**src/rtl/ic_skolem_pkg.sv**
```systemverilog
// Shared types and helpers for the bvsge/bvlshr Skolem search controller.
package ic_skolem_pkg;

    localparam int unsigned W   = 4;
    localparam int unsigned SKN = 8;

    typedef enum logic [1:0] {
        IDLE,
        HINT,
        SEARCH,
        RESP
    } state_t;

    // True when (x >>u s) >=s t; shift amounts of W or more clear the operand.
    function automatic logic ic_bvsge_lshr_holds(input logic [W-1:0] x,
                                                 input logic [W-1:0] s,
                                                 input logic [W-1:0] t);
        logic [W-1:0] sh;
        sh = (32'(s) >= W) ? '0 : (x >> s);
        return $signed(sh) >= $signed(t);
    endfunction

endpackage

```
**src/rtl/ic_rr_arb2.sv**
```systemverilog
// Two-way round-robin arbiter: pointer requester wins, pointer moves past the winner.
module ic_rr_arb2 (
    input  logic       clk,
    input  logic       rst,
    input  logic [1:0] req,
    input  logic       en,
    output logic [1:0] grant
);

    logic ptr;

    always_comb begin
        grant = '0;
        if (en) begin
            if (req[ptr]) begin
                grant[ptr] = 1'b1;
            end else if (req[~ptr]) begin
                grant[~ptr] = 1'b1;
            end
        end
    end

    always_ff @(posedge clk) begin
        if (rst) begin
            ptr <= 1'b0;
        end else if (|grant) begin
            ptr <= ~grant[1];
        end
    end

endmodule

```
**src/rtl/ic_skolem_search_ctrl.sv**
```systemverilog
// Arbitrates two (s, t) queries onto an external Skolem core, captures its hint,
// then serially searches for x with (x >>u s) >=s t and reports the outcome.
module ic_skolem_search_ctrl
    import ic_skolem_pkg::*;
#(
    parameter int unsigned W    = ic_skolem_pkg::W,
    parameter int unsigned MAXC = 16
) (
    input  logic           clk,
    input  logic           rst,
    input  logic [1:0]     req_valid,
    input  logic [2*W-1:0] req_s,
    input  logic [2*W-1:0] req_t,
    output logic [1:0]     req_ready,
    output logic [SKN-1:0] sk_in,
    input  logic           sk_out,
    output logic           rsp_valid,
    input  logic           rsp_ready,
    output logic           rsp_id,
    output logic [W-1:0]   rsp_x,
    output logic           rsp_found,
    output logic           rsp_mismatch,
    output logic           busy
);

    localparam int unsigned CW = (MAXC > 1) ? $clog2(MAXC) : 1;

    if (2 * W != SKN) begin : g_bad_width
        $error("ic_skolem_search_ctrl: 2*W must equal the core input count");
    end
    if (MAXC < 1 || MAXC > (1 << W)) begin : g_bad_maxc
        $error("ic_skolem_search_ctrl: MAXC out of range 1..2**W");
    end

    state_t          state;
    logic [W-1:0]    s_q, t_q, x_q;
    logic [CW-1:0]   cnt_q;
    logic            hint_q;
    logic            id_q;
    logic [1:0]      grant;
    logic            gnt_id;
    logic [W-1:0]    s_sel, t_sel;
    logic            pass;

    ic_rr_arb2 u_arb (
        .clk   (clk),
        .rst   (rst),
        .req   (req_valid),
        .en    (state == IDLE),
        .grant (grant)
    );

    assign req_ready = grant;
    assign gnt_id    = grant[1];
    assign s_sel     = gnt_id ? req_s[2*W-1:W] : req_s[W-1:0];
    assign t_sel     = gnt_id ? req_t[2*W-1:W] : req_t[W-1:0];
    assign pass      = ic_bvsge_lshr_holds(x_q, s_q, t_q);

    always_ff @(posedge clk) begin
        if (rst) begin
            state        <= IDLE;
            s_q          <= '0;
            t_q          <= '0;
            x_q          <= '0;
            cnt_q        <= '0;
            hint_q       <= 1'b0;
            id_q         <= 1'b0;
            sk_in        <= '0;
            rsp_valid    <= 1'b0;
            rsp_id       <= 1'b0;
            rsp_x        <= '0;
            rsp_found    <= 1'b0;
            rsp_mismatch <= 1'b0;
            busy         <= 1'b0;
        end else begin
            case (state)
                IDLE: begin
                    if (|grant) begin
                        s_q   <= s_sel;
                        t_q   <= t_sel;
                        id_q  <= gnt_id;
                        sk_in <= SKN'({t_sel, s_sel});
                        busy  <= 1'b1;
                        state <= HINT;
                    end
                end
                HINT: begin
                    // Start at the end of the range the hint points to.
                    hint_q <= sk_out;
                    x_q    <= sk_out ? '1 : '0;
                    cnt_q  <= '0;
                    state  <= SEARCH;
                end
                SEARCH: begin
                    if (pass) begin
                        rsp_x        <= x_q;
                        rsp_found    <= 1'b1;
                        rsp_mismatch <= ~hint_q;
                        rsp_id       <= id_q;
                        rsp_valid    <= 1'b1;
                        state        <= RESP;
                    end else if (cnt_q == CW'(MAXC - 1)) begin
                        rsp_x        <= '0;
                        rsp_found    <= 1'b0;
                        rsp_mismatch <= hint_q;
                        rsp_id       <= id_q;
                        rsp_valid    <= 1'b1;
                        state        <= RESP;
                    end else begin
                        x_q   <= x_q + 1'b1;
                        cnt_q <= cnt_q + 1'b1;
                    end
                end
                RESP: begin
                    if (rsp_ready) begin
                        rsp_valid <= 1'b0;
                        busy      <= 1'b0;
                        state     <= IDLE;
                    end
                end
                default: state <= IDLE;
            endcase
        end
    end

endmodule

```
**config.mk**
```make
export PLATFORM = sky130hd
export DESIGN_NAME = ic_skolem_search_ctrl
export DESIGN_NICKNAME = d
export VERILOG_FILES = /design/src/rtl/ic_skolem_pkg.sv /design/src/rtl/ic_rr_arb2.sv /design/src/rtl/ic_skolem_search_ctrl.sv
export SDC_FILE = /design/constraint.sdc
export NUM_CORES = 1
export LEC_CHECK = 0
export CELL_PAD_IN_SITES_DETAIL_PLACEMENT = 0
export CELL_PAD_IN_SITES_GLOBAL_PLACEMENT = 2
export CORE_MARGIN = 3
export CORE_UTILIZATION = 25
export DETAILED_ROUTE_END_ITERATION = 7
export PLACE_DENSITY = 0.74
export SLEW_MARGIN = 20
export SYNTH_ARGS = -nofsm -noshare
export SYNTH_HDL_FRONTEND = slang
export SYNTH_SLANG_ARGS = --single-unit
```
**constraint.sdc**
```tcl
create_clock -name clk -period 2 [get_ports clk]
set_input_delay 0.4 -clock clk [delete_from_list [all_inputs] [get_ports clk]]
set_output_delay 0.4 -clock clk [all_outputs]
set_load 0.1 [all_outputs]
```
==> flow_metrics.py, run 1 <==
metrics = {
    "die": {
        "ioPinCount": 41,
        "start_util": 0.266,
        "die-height_um": 86.3,
        "die_width_um": 86.3,
        "fp.dieArea_um2": 7440,
        "num_rows": 28,
        "floorplan.core_area_um2": 6060,
    },
    "worst_setup_path": {
        "cpMaxStageDelayCell": "sky130_fd_sc_hd__dfxtp_4",
        "path_cells": "mux2_4 -> o211ai_1 -> ha_1 -> nor3b_4 -> o21ai_4 -> a21oi_4 -> a2111oi_2 -> a31o_1",
        "worst-setup-path-type": "register to register",
        "setup.worst_path.end_class": "register",
        "critical_path_data_required_time_ns": 2.17,
        "biggest_cell_delay_along_the_critical_path_ns": 0.38,
        "highest_net_fanout_along_the_worst_path": 7,
        "critical_path_start_type": "register",
        "data_arrival_time_of_the_critical_path_ns": 2.40,
    },
    "flow_run": {
        "max_cap_viol_count": 0,
    },
    "sta": {
        "slew-limit-headroom": 0.711,
        "grt_setup_unrepaired": "yes",
        "worst_slack_ns": -0.226,
        "setup_viol_count_final": 18,
        "timing.final.hold_violations": 0,
        "final.min_clock_period_ns": 2.23,
        "min_period_over_period": 1.11,
        "top_achievable_clock_speed_ghz": 0.449,
        "setup_tns_ns": -3.12,
        "timing.final.max_slew_violations": 0,
        "finalClockSkew_ns": 0.00503,
        "worst_pin_slew_ns": 0.432,
    },
    "detailed_routing": {
        "viasPerCell": 4.74,
        "antenna_viol_nets_final": 0,
        "highest_routing_layer_actually_used": "met4",
        "detailedRoute.firstPassIterationCount": 4,
        "drt_wl_total_mm": 4.75,
        "drt-wirelength-per-cell_um": 13.8,
        "drt-initial-drc-count": 26,
        "m1WireLength_mm": 2.25,
        "drt_drc_violations_left": 0,
        "routed-wl-met2_mm": 2.26,
        "route.vias.total": 1627,
        "route.met3.wl_um": 198,
    },
    "global_routing": {
        "grt_pass1_wl_mm": 7.67,
        "vias_in_the_first_global_route": 1588,
        "grt.overflow.total": 0,
        "grt_antenna_before_repair": 0,
        "grt.total_usage": 0.130,
        "grt_max_degree": 16,
    },
    "clock_tree": {
        "cts.path.max_buffers": 2,
        "ctsHtreeMaxLevel": 2,
        "cts_tree": "yes",
        "worst_skew_pair.late_latency_ns": 0.28,
        "count_of_hold_buffers_inserted_by_post_cts_repair": 0,
        "numCtsBuffers": 5,
        "clk_pin_slew_worst_paths_ns": 0.06,
        "cts_num_sinks": 30,
        "cts_root_buffer": "sky130_fd_sc_hd__clkbuf_8",
    },
    "cells_and_area": {
        "ant_cells": 0,
        "ff_latch_area_um2": 618,
        "nNetsFinal": 299,
        "area_growth_syn_to_layout_pct": 61.3,
        "multiInputGateArea_um2": 1080,
        "layout.filler_cells": 637,
        "share_of_final_layout_standard_cells_stronger_than_drive_strength_1": 0.392,
        "layout.core_utilization": 0.429,
        "finish.instance_area_um2": 2600,
    },
    "pwr": {
        "clock_power_share": 0.125,
        "pwr-share-seq": 0.224,
        "netSwitchingPower_mw": 2.01,
        "cellLeakagePower_nw": 1.05,
        "p_int_mw": 2.05,
        "power_density_nw_per_um2": 1570,
        "switching_share": 0.495,
        "irDropWorstVdd_mv": 0.704,
        "p_comb_frac": 0.651,
    },
    "logic_synthesis": {
        "syn_nets": 224,
        "ys_types": 46,
        "post_synth_instance_area_um2": 1610,
        "async_flop_share": 0,
        "edff_count_synth": 0,
        "netlist.top_cell.by_area": "sky130_fd_sc_hd__dfxtp_1",
        "postSynthAreaPerCell_um2": 8.39,
        "synth-seq-cells": 30,
        "syn-instance-count": 192,
        "synth-seq-area-share": 0.373,
        "post_synth_main_area_contributors": "sky130_fd_sc_hd__dfxtp_1 (37%), sky130_fd_sc_hd__ha_1 (7.8%), sky130_fd_sc_hd__nand2_1 (7.2%), sky130_fd_sc_hd__a311oi_1 (4.9%), sky130_fd_sc_hd__nor2_1 (4.4%)",
        "netlist_top_cells_count": "sky130_fd_sc_hd__nand2_1 (31), sky130_fd_sc_hd__dfxtp_1 (30), sky130_fd_sc_hd__nor2_1 (19)",
        "ys.flop_type": "sky130_fd_sc_hd__dfxtp_1",
        "yosys_warnings": 0,
        "most_common_cell_in_the_netlist": "sky130_fd_sc_hd__nand2_1",
        "synth_largest_type_area_fraction": 0.373,
    },
    "place": {
        "post_dp_cell_area_um2": 2280,
        "detail_placement_hpwl_mm": 3.51,
        "finalWeightedCongestion": 0.758,
        "port-buffer-count": 40,
    },
    "run_status": {
        "violations": "negative setup slack",
        "result_of_the_run": "complete, but fails checks",
    },
    "min_path": {
        "holdCritPathClass": "register to register",
    },
}
[worst max-delay path, delay by kind of cell, from the launching register on]
kind | cells | cell delay [ns]
AO/OA/AOI/OAI | 5 | 0.91
flip-flops | 1 | 0.38
multiplexers | 1 | 0.31
adder cells (fa/ha/maj) | 1 | 0.29
AND/OR/NAND/NOR | 1 | 0.24
[cells by family (layout without fill, tap and decap cells)]
kind of cell / after synthesis / count (layout) / synth area share
buf+inv: 22 / 98 / 0.0559
compound gates: 51 / 51 / 0.242
fa+ha+maj: 10 / 10 / 0.0777
xor+xnor: 2 / 2 / 0.0109
mux: 6 / 6 / 0.0381
simple gates: 71 / 71 / 0.202
flops: 30 / 30 / 0.373
[sequential cells by signal (all words and copies together) (netlist names)]
name          cells
rsp_mismatch      1
rsp_x             4
u_arb.ptr         1
x_q               4
rsp_id            1
sk_in             8
busy              1
rsp_found         1
hint_q            1
rsp_valid         1
cnt_q             4
id_q              1
state             2
[layout by cell type, fill, tap and decap left out, types with 2 or more instances in the layout]
cell and n:
sky130_fd_sc_hd__buf_4 47, sky130_fd_sc_hd__nand2_1 30, sky130_fd_sc_hd__clkdlybuf4s50_1 21, sky130_fd_sc_hd__dfxtp_1 20, sky130_fd_sc_hd__nor2_1 19, sky130_fd_sc_hd__inv_1 14, sky130_fd_sc_hd__a311oi_1 8, sky130_fd_sc_hd__ha_1 8
sky130_fd_sc_hd__dfxtp_2 8, sky130_fd_sc_hd__a21oi_1 6, sky130_fd_sc_hd__clkbuf_8 6, sky130_fd_sc_hd__mux2i_1 4, sky130_fd_sc_hd__a31oi_1 4, sky130_fd_sc_hd__nand3_1 4, sky130_fd_sc_hd__a22oi_2 4, sky130_fd_sc_hd__a21oi_2 4
sky130_fd_sc_hd__buf_6 4, sky130_fd_sc_hd__nor3_1 3, sky130_fd_sc_hd__o21a_1 3, sky130_fd_sc_hd__nor3_2 2, sky130_fd_sc_hd__o211ai_1 2, sky130_fd_sc_hd__clkinv_2 2, sky130_fd_sc_hd__o21ai_2 2, sky130_fd_sc_hd__nand2_2 2
sky130_fd_sc_hd__a211oi_1 2, sky130_fd_sc_hd__o21ai_0 2, sky130_fd_sc_hd__ha_2 2, sky130_fd_sc_hd__buf_12 2, sky130_fd_sc_hd__dfxtp_4 2
[metal layers]
metal / vias up / GRT usage
li1: 838 / -
met1: 759 / 0.177
met2: 26 / 0.198
met3: 4 / 0.0371
met4: 0 / 0.0467
met5: - / 0
[layout make-up]
| cell class | instances | area share |
|---|---|---|
| Tap cell | 75 | 0.0361 |
| Inverter | 16 | 0.0250 |
| Timing Repair Buffer | 74 | 0.250 |
| Multi-Input combinational cell | 140 | 0.416 |
| Clock buffer | 7 | 0.0332 |
| Sequential cell | 30 | 0.238 |
| Clock inverter | 1 | 0.00193 |
[power groups by stage]
stage | registers [mW] | logic [mW] | clock network (mW)
floorplan | 1.47 | 1.01 | 0
global placement | 0.904 | 2.29 | 0
detailed placement | 0.905 | 2.29 | 0
CTS | 0.901 | 2.52 | 0.521
global route | 0.939 | 2.86 | 0.555
finish | 0.912 | 2.65 | 0.506
[path summary, 6_finish.rpt]
kind / start / endpoint / slack (ns) / depth (start not counted)
worst max-delay path: sk_in[1] / x_q[3] / -0.23 / 8
worst min-delay path: id_q / id_q / 0.46 / 2
worst max register to register: sk_in[1] / x_q[3] / -0.23 / 8
worst min register to register: id_q / id_q / 0.46 / 2
[stage by stage]
| step | hold slack [ns] | setup WS [ns] | instances | total power, mW |
|---|---|---|---|---|
| finish | 0.461 | -0.226 | 343 | 4.07 |
| global placement | 0.449 | -0.210 | 327 | 3.19 |
| floorplan | 0.436 | -0.306 | 192 | 2.49 |
| global route | 0.486 | -0.394 | 343 | 4.35 |
| CTS | 0.465 | -0.226 | 342 | 3.95 |
| detailed placement | 0.454 | -0.240 | 327 | 3.19 |
[repair_timing]
item	in CTS	in global routing
endpoints found under the setup margin	19	20
setup buffers	7	1
gates resized for setup	19	16
pin swaps	13	16
Power figures use the tool's default switching activity.
==> run 2, diff against run 1 <==
--- a/config.mk
+++ b/config.mk
@@ -5,12 +5,14 @@
 export SDC_FILE = /design/constraint.sdc
 export NUM_CORES = 1
 export LEC_CHECK = 0
+export ABC_AREA = 1
 export CELL_PAD_IN_SITES_DETAIL_PLACEMENT = 0
 export CELL_PAD_IN_SITES_GLOBAL_PLACEMENT = 2
 export CORE_MARGIN = 3
 export CORE_UTILIZATION = 25
 export DETAILED_ROUTE_END_ITERATION = 7
-export PLACE_DENSITY = 0.74
+export PLACE_DENSITY = 0.75
+export RECOVER_POWER = 100
 export SLEW_MARGIN = 20
 export SYNTH_ARGS = -nofsm -noshare
 export SYNTH_HDL_FRONTEND = slang
==> flow_metrics.py, run 2 <==
metrics = {
    "global_routing": {
        "grt.overflow.total": 0,
        "grt_pass1_wl_mm": 7.57,
        "grt_max_degree": 18,
        "grt.total_usage": 0.125,
        "grt_antenna_before_repair": 0,
        "vias_in_the_first_global_route": 1590,
    },
    "sta": {
        "slew-limit-headroom": 0.628,
        "min_period_over_period": 1.01,
        "setup_tns_ns": -0.0401,
        "timing.final.max_slew_violations": 0,
        "worst_pin_slew_ns": 0.561,
        "final.min_clock_period_ns": 2.02,
        "grt_setup_unrepaired": "yes",
        "timing.final.hold_violations": 0,
        "worst_slack_ns": -0.0151,
        "top_achievable_clock_speed_ghz": 0.496,
        "hold-worst-slack_ns": 0.460,
        "finalClockSkew_ns": 0.00441,
        "setup_viol_count_final": 6,
    },
    "worst_setup_path": {
        "cp_common_cell": "sky130_fd_sc_hd__nand2_1",
        "worst-setup-path-type": "register to register",
        "critical_path_start_type": "register",
        "biggest_cell_delay_along_the_critical_path_ns": 0.38,
        "setup.worst_path.end_class": "register",
        "data_arrival_time_of_the_critical_path_ns": 2.18,
        "critical_path_data_required_time_ns": 2.17,
        "highest_net_fanout_along_the_worst_path": 8,
        "cpMaxStageDelayCell": "sky130_fd_sc_hd__dfxtp_4",
        "path_cells": "inv_4 -> buf_4 -> a31oi_2 -> o21ai_1 -> inv_1 -> ha_1 -> inv_1 -> nand2_1 -> nand2_1 -> nand2_1 -> nand2_1 -> nand2_2 -> nand2_4 -> nand2_4 -> nand2_8 -> inv_6 -> nand2_1 -> a21oi_1",
    },
    "die": {
        "ioPinCount": 41,
        "floorplan.core_area_um2": 6490,
        "fp.dieArea_um2": 7920,
        "start_util": 0.265,
        "num_rows": 29,
        "die-height_um": 89.0,
        "die_width_um": 89.0,
    },
    "clock_tree": {
        "cts_num_sinks": 30,
        "ctsHtreeMaxLevel": 2,
        "clk_pin_slew_worst_paths_ns": 0.07,
        "cts_tree": "yes",
        "cts_root_buffer": "sky130_fd_sc_hd__clkbuf_8",
        "cts.path.max_buffers": 2,
        "worst_skew_pair.late_latency_ns": 0.28,
        "numCtsBuffers": 5,
    },
    "place": {
        "detail_placement_hpwl_mm": 3.37,
        "finalWeightedCongestion": 0.767,
        "port-buffer-count": 40,
        "post_dp_cell_area_um2": 2300,
        "post-place-ws_ns": -0.103,
    },
    "cells_and_area": {
        "layout.cells.most_common_list": "sky130_fd_sc_hd__nand2_1 (48), sky130_fd_sc_hd__inv_1 (28), sky130_fd_sc_hd__dfxtp_1 (23), sky130_fd_sc_hd__buf_4 (23), sky130_fd_sc_hd__clkdlybuf4s50_1 (21)",
        "layout.filler_cells": 662,
        "share_of_final_layout_standard_cells_stronger_than_drive_strength_1": 0.341,
        "regMostFlops": "sk_in",
        "finish.instance_area_um2": 2540,
        "largest_register_ffs": 8,
        "area_growth_syn_to_layout_pct": 47.4,
        "nNetsFinal": 322,
        "ff_latch_area_um2": 614,
        "commonest_non_fill_non_tap_cell_in_the_layout": "sky130_fd_sc_hd__nand2_1",
        "multiInputGateArea_um2": 1060,
        "ant_cells": 0,
    },
    "pwr": {
        "fin_total_pwr_mw": 4.50,
        "irDropWorstVdd_mv": 0.751,
        "power_density_nw_per_um2": 1770,
        "cellLeakagePower_nw": 1.15,
    },
    "logic_synthesis": {
        "post_synth_instance_area_um2": 1720,
        "synth-seq-cells": 30,
        "netlist.top_cell.by_area": "sky130_fd_sc_hd__dfxtp_1",
        "synth-seq-area-share": 0.349,
        "post_synth_main_area_contributors": "sky130_fd_sc_hd__dfxtp_1 (35%), sky130_fd_sc_hd__nand2_1 (12%), sky130_fd_sc_hd__ha_1 (7.3%), sky130_fd_sc_hd__inv_1 (6.5%), sky130_fd_sc_hd__a21oi_1 (5.8%)",
        "async_flop_share": 0,
        "synth_largest_type_area_fraction": 0.349,
        "ys.flop_type": "sky130_fd_sc_hd__dfxtp_1",
        "syn-instance-count": 229,
        "most_common_cell_in_the_netlist": "sky130_fd_sc_hd__nand2_1",
        "edff_count_synth": 0,
        "yosys_warnings": 0,
        "ys_types": 29,
        "syn_nets": 261,
        "netlist_top_cells_count": "sky130_fd_sc_hd__nand2_1 (53), sky130_fd_sc_hd__dfxtp_1 (30), sky130_fd_sc_hd__inv_1 (30)",
        "postSynthAreaPerCell_um2": 7.52,
    },
    "flow_run": {
        "max_cap_viol_count": 0,
    },
    "detailed_routing": {
        "detailedRoute.firstPassIterationCount": 4,
        "route.vias.total": 1603,
        "drt-initial-drc-count": 37,
        "drt-wirelength-per-cell_um": 12.2,
        "drt_drc_violations_left": 0,
        "antenna_viol_nets_final": 0,
        "drt_wl_total_mm": 4.47,
        "viasPerCell": 4.37,
    },
    "run_status": {
        "violations": "negative setup slack",
        "result_of_the_run": "complete, but fails checks",
    },
    "min_path": {
        "holdCritPathClass": "register to register",
    },
}
[run 2: critical path: cells and delay by family, from the launching register on]
kind	cells	cell delay (ns)
flip-flops	1	0.38
AO/OA/AOI/OAI	3	0.33
adder cells (fa/ha/maj)	1	0.22
AND/OR/NAND/NOR	9	0.66
buffers and inverters	5	0.31
[run 2: metal layers]
metal / global-route usage / part of all wire / vias up
li1: - / - / 862
met1: 0.158 / 0.49 / 706
met2: 0.204 / 0.47 / 31
met3: 0.0341 / 0.034 / 4
met4: 0.0447 / 0.011 / 0
met5: 0 / 0 / -
[run 2: repair_timing]
action | in CTS | in global routing
setup buffers | 0 | 6
gates resized for setup | 5 | 31
hold buffers | 0 | 0
pin swaps | 2 | 13
endpoints found under the setup margin | 7 | 18
[run 2: logic make-up after synthesis]
group / Yosys count / share of synthesized area
AO/OA/AOI/OAI: 46 / 0.185
flip-flops: 30 / 0.349
buffers and inverters: 42 / 0.102
adder cells (fa/ha/maj): 10 / 0.0727
AND/OR/NAND/NOR: 96 / 0.265
XOR/XNOR: 5 / 0.0254
[run 2: final timing paths]
kind	end	startpoint	cells past startpoint	slack [ns]
setup / recovery	rsp_mismatch	sk_in[3]	18	-0.02
hold / removal	rsp_x[1]	rsp_x[1]	2	0.46
setup reg to reg	rsp_mismatch	sk_in[3]	18	-0.02
hold reg to reg	rsp_x[1]	rsp_x[1]	2	0.46
[run 2: where the power goes]
part | switching [mW] | internal [mW]
clock network | 0.230 | 0.239
registers | 0.168 | 0.796
logic | 2.01 | 1.05
[run 2: area by class of cell]
class / instances / share of cell area
clock buffer: 7 / 0.0301
inverter: 36 / 0.0602
sequential: 30 / 0.242
tap: 77 / 0.0380
multi-input combinational: 157 / 0.419
timing repair buffer: 60 / 0.211
[run 2: through the flow]
stage | util | cells
after floorplan | - | 229
after global placement | 0.354 | 354
after detailed placement | 0.354 | 354
after CTS | 0.369 | 361
after global routing | 0.391 | 367
final | 0.391 | 367
